<file path="config.mk">
export PLATFORM = sky130hd
export DESIGN_NAME = pc_fetch_unit
export DESIGN_NICKNAME = d
export VERILOG_FILES = /design/src/rtl/pc_fetch_unit.sv
export SDC_FILE = /design/constraint.sdc
export NUM_CORES = 1
export LEC_CHECK = 0
export ABC_AREA = 1
export CAP_MARGIN = 0
export CELL_PAD_IN_SITES_DETAIL_PLACEMENT = 1
export CELL_PAD_IN_SITES_GLOBAL_PLACEMENT = 2
export CORE_MARGIN = 2
export CORE_UTILIZATION = 23
export CTS_CLUSTER_DIAMETER = 50
export DETAILED_ROUTE_END_ITERATION = 6
export PLACE_DENSITY_LB_ADDON = 0.1
export SYNTH_ARGS = -nofsm -noshare
export SYNTH_HDL_FRONTEND = slang
export SYNTH_SLANG_ARGS = --single-unit
</file>
<file path="constraint.sdc">
create_clock -name CLK -period 1.88 [get_ports CLK]
set_input_delay 0.564 -clock CLK [delete_from_list [all_inputs] [get_ports CLK]]
set_output_delay 0.564 -clock CLK [all_outputs]
set_load 0.02 [all_outputs]
</file>
<file path="src/rtl/pc_fetch_unit.sv">
// Program counter and fetch-request generator: sequential fetch with valid/ready
// back-pressure, branch/jalr redirects, trap entry, MRET return and misaligned-target traps.
module pc_fetch_unit #(
    parameter int              XLEN         = 32,
    parameter logic [XLEN-1:0] RESET_VECTOR = XLEN'(32'h0000_0000),
    parameter logic [XLEN-1:0] TRAP_VECTOR  = XLEN'(32'h0000_0100),
    parameter int              CNT_W        = 32
) (
    input  logic             CLK,
    input  logic             Reset,
    input  logic [1:0]       PCSrc,
    input  logic [XLEN-1:0]  PCTarget,
    input  logic [XLEN-1:0]  ALUResult,
    input  logic             Stall,
    input  logic             Trap,
    input  logic             Mret,
    input  logic             FetchReady,
    output logic             FetchValid,
    output logic [XLEN-1:0]  PC,
    output logic [XLEN-1:0]  PCPlus4,
    output logic [XLEN-1:0]  EPC,
    output logic             MisalignExc,
    output logic [XLEN-1:0]  MisalignAddr,
    output logic [CNT_W-1:0] FetchCount,
    output logic             DbgState
);

    // Handshake: a fetch of address PC is transferred on a rising edge where
    // FetchValid and FetchReady are both 1; while FetchValid=1 and FetchReady=0
    // the PC is held stable until the request is accepted or redirected.

    typedef enum logic {BOOT = 1'b0, RUN = 1'b1} state_t;

    state_t state_q, state_d;

    logic [XLEN-1:0]  pc_q, pc_d;
    logic [XLEN-1:0]  epc_q, epc_d;
    logic [XLEN-1:0]  maddr_q, maddr_d;
    logic             mexc_q, mexc_d;
    logic [CNT_W-1:0] cnt_q;
    logic [XLEN-1:0]  pc_plus4;
    logic [XLEN-1:0]  jalr_tgt;
    logic             fetch_accept;
    logic             br_mis;
    logic             jalr_mis;

    // State register
    always_ff @(posedge CLK or negedge Reset) begin
        if (!Reset) state_q <= BOOT;
        else        state_q <= state_d;
    end

    // Next-state logic: BOOT lasts exactly one edge
    always_comb begin
        state_d = state_q;
        case (state_q)
            BOOT:    state_d = RUN;
            RUN:     state_d = RUN;
            default: state_d = BOOT;
        endcase
    end

    // Output logic
    always_comb begin
        FetchValid = 1'b0;
        if (state_q == RUN) FetchValid = !Stall;
    end

    assign fetch_accept = FetchValid & FetchReady;
    assign pc_plus4     = pc_q + {{(XLEN-3){1'b0}}, 3'd4};
    assign jalr_tgt     = ALUResult & ~{{(XLEN-1){1'b0}}, 1'b1};
    assign br_mis       = (PCTarget[1:0] != 2'b00);
    assign jalr_mis     = jalr_tgt[1];

    // Next-PC selection, highest priority first
    always_comb begin
        pc_d    = pc_q;
        epc_d   = epc_q;
        maddr_d = maddr_q;
        mexc_d  = 1'b0;
        if (state_q == RUN) begin
            if (Trap) begin
                epc_d = pc_q;
                pc_d  = TRAP_VECTOR;
            end else if (Mret) begin
                pc_d = epc_q;
            end else if (PCSrc == 2'b01 && br_mis) begin
                mexc_d  = 1'b1;
                maddr_d = PCTarget;
                epc_d   = pc_q;
                pc_d    = TRAP_VECTOR;
            end else if (PCSrc == 2'b10 && jalr_mis) begin
                mexc_d  = 1'b1;
                maddr_d = jalr_tgt;
                epc_d   = pc_q;
                pc_d    = TRAP_VECTOR;
            end else if (PCSrc == 2'b01) begin
                pc_d = PCTarget;
            end else if (PCSrc == 2'b10) begin
                pc_d = jalr_tgt;
            end else if (Stall) begin
                pc_d = pc_q;
            end else if (fetch_accept) begin
                pc_d = pc_plus4;
            end
        end
    end

    always_ff @(posedge CLK or negedge Reset) begin
        if (!Reset) begin
            pc_q    <= RESET_VECTOR;
            epc_q   <= '0;
            maddr_q <= '0;
            mexc_q  <= 1'b0;
            cnt_q   <= '0;
        end else begin
            pc_q    <= pc_d;
            epc_q   <= epc_d;
            maddr_q <= maddr_d;
            mexc_q  <= mexc_d;
            if (fetch_accept) cnt_q <= cnt_q + {{(CNT_W-1){1'b0}}, 1'b1};
        end
    end

    assign PC           = pc_q;
    assign PCPlus4      = pc_plus4;
    assign EPC          = epc_q;
    assign MisalignExc  = mexc_q;
    assign MisalignAddr = maddr_q;
    assign FetchCount   = cnt_q;
    assign DbgState     = state_q;

endmodule

</file>
# Word level (Yosys, flattened, before mapping)
# Cells that the tools add are included.
# Widths: inputs -> output; s select.
[word_totals]
romBits = 0
ramBits = 0
register_bits = 130
latch_bits = 0
n_memories = 0
[op_classes]
add_sub_neg = 2
bitwise = 3
multipliers = 0
n_shift = 0
eq_ne = 4
n_mux = 20
div = 0
magnitude_cmp = 0
reduce_logical = 10
[ops]
columns = ["op", "n"]
rows = [
  ["$mux 32", 14],
  ["$add 32x1->32 const B", 1],
  ["$add 32x3->32 const B", 1],
  ["$ne 7x1->1 const B", 1],
  ["$reduce_bool 7->1", 1],
  ["$mux 1", 6],
  ["$reduce_and 3->1", 2],
  ["$reduce_and 4->1", 1],
  ["$reduce_bool 2->1", 2],
  ["$reduce_bool 3->1", 1],
  ["$eq 2x1->1 const B", 1],
  ["$eq 2x2->1 const B", 1],
  ["$logic_and 1x1->1", 2],
  ["$ne 2x2->1 const B", 1],
  ["$not 1->1", 2],
  ["$and 1x1->1", 1],
  ["$logic_not 1->1", 1],
]

# Depth between registers and ports, before layout
[depth]
depth_word = 11
mapped_depth = 13

# Worst setup path before layout
# OpenSTA, ideal clock, no wires.
[synth_path]
kind = "reg2out"
from = "reg pc_q[2], in the netlist PC[2]"
to = "out PCPlus4[30]"
path_stages_with_launch = 9
setup_slack_ns = -0.275
arrival_ns = 1.591
n_path_buf = 0
cell_sequence = "dfrtp_1 ha_1 inv_1 nor2_1 nand2_1 nor2_1 nand2_1 nand2_1 and2_1"
[synth_via]
elab_chain_len = 1
[synth_rtl]
columns = ["item", "line", "text"]
rows = [
  ["from (decl)", "36", "logic [XLEN-1:0] pc_q, pc_d;"],
  ["from (signal assigned)", "117", "pc_q <= pc_d;"],
  ["$add 32x3->32", "70", "assign pc_plus4 = pc_q + {{(XLEN-3){1'b0}}, 3'd4};"],
  ["to (decl)", "20", "output logic [XLEN-1:0] PCPlus4,"],
]
# Every way passes these cells.

# Worst setup path in the final report
[layout_path]
from = "reg pc_q[3], in the netlist PC[3]"
to = "out PCPlus4[30]"
# The elaborated chain is that of the path after synthesis.

==> reports/metrics.cfg <==
[floorplanning]
initial_core_util_pct = 23.4
num_io_pins = 235
row_count = 65
core_um2 = 31600
dieArea_um2 = 33500
die_height_um = 183
die_x_um = 183

[critical_path]
startpoint = PC[3]
critical_path_buf_inv_count = 3
critPathCaptureType = output pin
worstPathMaxFanout = 4
slowest_stage = dfrtp_2
slowest_delay_ps = 440
critPathTopFamily = simple AND/OR/NAND/NOR gates
criticalPathCategory = reg2out
worstPathRequired_ps = 1320
critPathLaunchType = flop
r2r-start = PC[8]
crit_path_cell_trace = ha_4, inv_4, nor2_4, nand2_4, nor2_4, buf_6, nand3_4, and2_4, buf_6
arrival_ps = 1940

[clock_network]
hold_buffers = 0
cts_sinks = 130
cts_tree = yes
path_clk_slew_ps = 70
ctsHtreeMaxLevel = 4
cts_root_buf = clkbuf_16
cts_inserted_buffers = 17
clk_path_buf_depth = 2
insertion_delay_ps = 430

[routing]
vias = 8347
ant_nets = 0
vias_per_cell = 4.39
drt_iter0_drc = 267
drc = 0
totalWireLength_um = 34600
dr.pass1.iters = 4
wire_per_inst_um = 18.2

[logic_synthesis]
ys_async_sr_fraction_pct = 100
netlist_area_um2 = 7380
syn_nets = 1103
ys_seq_area_share_pct = 44.1
synth-seq-cells = 130
synth_edf_count = 0
postSynthAreaPerCell_um2 = 7.18
synth.area.top_cells = dfrtp_1, nand2_1, nor2_1
synth_cells = 1028
yosysWarningCount = 0
synth_top_area_cell = dfrtp_1
ys_types = 44
synth_top_cell_area_share_pct = 44.1
ys.flop_type = dfrtp_1

[cells_and_area]
num-nets-final = 1561
mostFrequentLayoutCells = nand2_1, buf_4, dfrtp_1
syn_to_final_growth_pct = 83.8
final_layout_size_suffix_gt1_share_pct = 36.2
layout_commonest_cell = nand2_1
final_area_um2 = 13600

[sta]
fin_skew_ps = 17.5
rsz0062_at_grt = yes
setup_ws_ps = -621
period_minus_slack_ps = 2500
drv_slew = 0
finalHoldViolCount = 0
setup_violations = 34
fmax_mhz = 400
timing.final.crit_share_pct = 133

[grt]
grt_overflow = 0
grt_max_degree = 54
antenna_found_initial = 0
grt_util_all_layers_pct = 21.0
grt_pass1_wl_um = 53100
first_global_vias = 8905

[job]
maxCapViolations = 0

[run_status]
violations = negative setup slack
status = finished with violations

[power_and_ir_drop]
power_density_nw_per_um2 = 795
vdd_ir_drop_max_mv = 0.607
power.leakage_nw = 6.89
p_total_mw = 10.8

[placement]
gp_congestion = 0.861
post-place-ws_ps = -749
io_buffers = 233
placed_area_um2 = 11700
dpl.hpwl_um = 26400

[worst_hold_path]
hold_path.class = in2async

flip-flops by register name, indices dropped and copies added (netlist names):
name,count
EPC,32
FetchCount,32
MisalignAddr,32
PC,32
DbgState,1
MisalignExc,1
kinds of logic after synthesis:
family | synth area share (%)
compound gates | 9.26
xor+xnor | 4.87
other cells | 0.0508
simple gates | 33.9
mux | 0.153
buf+inv | 7.17
flops | 44.1
fa+ha+maj | 0.509
final cells by class:
class / instances / area (µm²)
flip-flops and latches: 130 / 3270
fillers: 3776 / 18000
diodes: 1 / 2.50
repair buffers: 476 / 4310
well taps: 402 / 503
multi-input cells: 767 / 4450
clock buffers: 19 / 443
inverters: 94 / 365
clock inverters: 13 / 210
cells in the mapped netlist, types with 3 or more instances:
cell	number
inv_1	87
and2_1	11
nand2_1	385
nor2_4	4
nor3_1	7
buf_2	13
buf_1	3
nor2_1	125
nand4_1	6
a31oi_1	30
xnor2_1	10
o21ai_1	9
clkbuf_1	17
nand3_1	45
dfrtp_1	130
nand2_2	9
inv_2	5
o21ai_0	49
ha_1	3
xor2_1	31
nor2_2	6
o22ai_1	13
buf_4	3
power by group:
group          internal (mW)  switching (mW)  leakage (nW)
combinational           1.56            1.89          4.93
clock                   2.40            1.41         0.313
sequential              3.19           0.334          1.65
metrics by stage:
stage | hold slack [ps] | std cells | TNS, ps | util, %
finish | 11.6 | 1902 | -15670 | 43.0
global route | 12.2 | 1901 | -19310 | 43.0
CTS | 8.41 | 1894 | -16220 | 41.6
detailed placement | 467 | 1815 | -69920 | 37.0
global placement | 459 | 1815 | -65050 | 37.0
floorplan | 268 | 1028 | -10.1 | -
worst reg2reg max path, delay by kind of cell (launching register included):
kind,cells,cell delay [ps]
buffers and inverters,8,940
AND/OR/NAND/NOR,12,820
flip-flops,1,430
path summary, 6_finish.rpt:
| check | end | slack [ps] | depth (start not counted) |
|---|---|---|---|
| worst max-delay path | PCPlus4[30] | -620 | 9 |
| max in group asynchronous | PC[19] | 1230 | 2 |
| worst max register to register | PC[29] | -430 | 20 |
| min in group CLK | MisalignAddr[0] | 480 | 3 |
| worst min-delay path | MisalignAddr[10] | 10 | 1 |
| worst min register to register | FetchCount[31] | 480 | 1 |
timing repair:
item | CTS | global route
endpoints found under the setup margin | 251 | 113
pin swaps | 53 | 72
endpoints found under the hold margin | 0 | 0
resized for setup | 505 | 142
gates cloned | 1 | 0
buffers inserted | 54 | 22
layer usage:
metal | vias up | track usage (%) | routed length (µm)
met5 | - | 0 | 0
met4 | 0 | 3.39 | 217
met3 | 12 | 3.04 | 1370
met2 | 165 | 35.8 | 16800
met1 | 4029 | 28.6 | 16200
li1 | 4141 | - | -
Note: power is estimated with default switching activity, not from simulation.
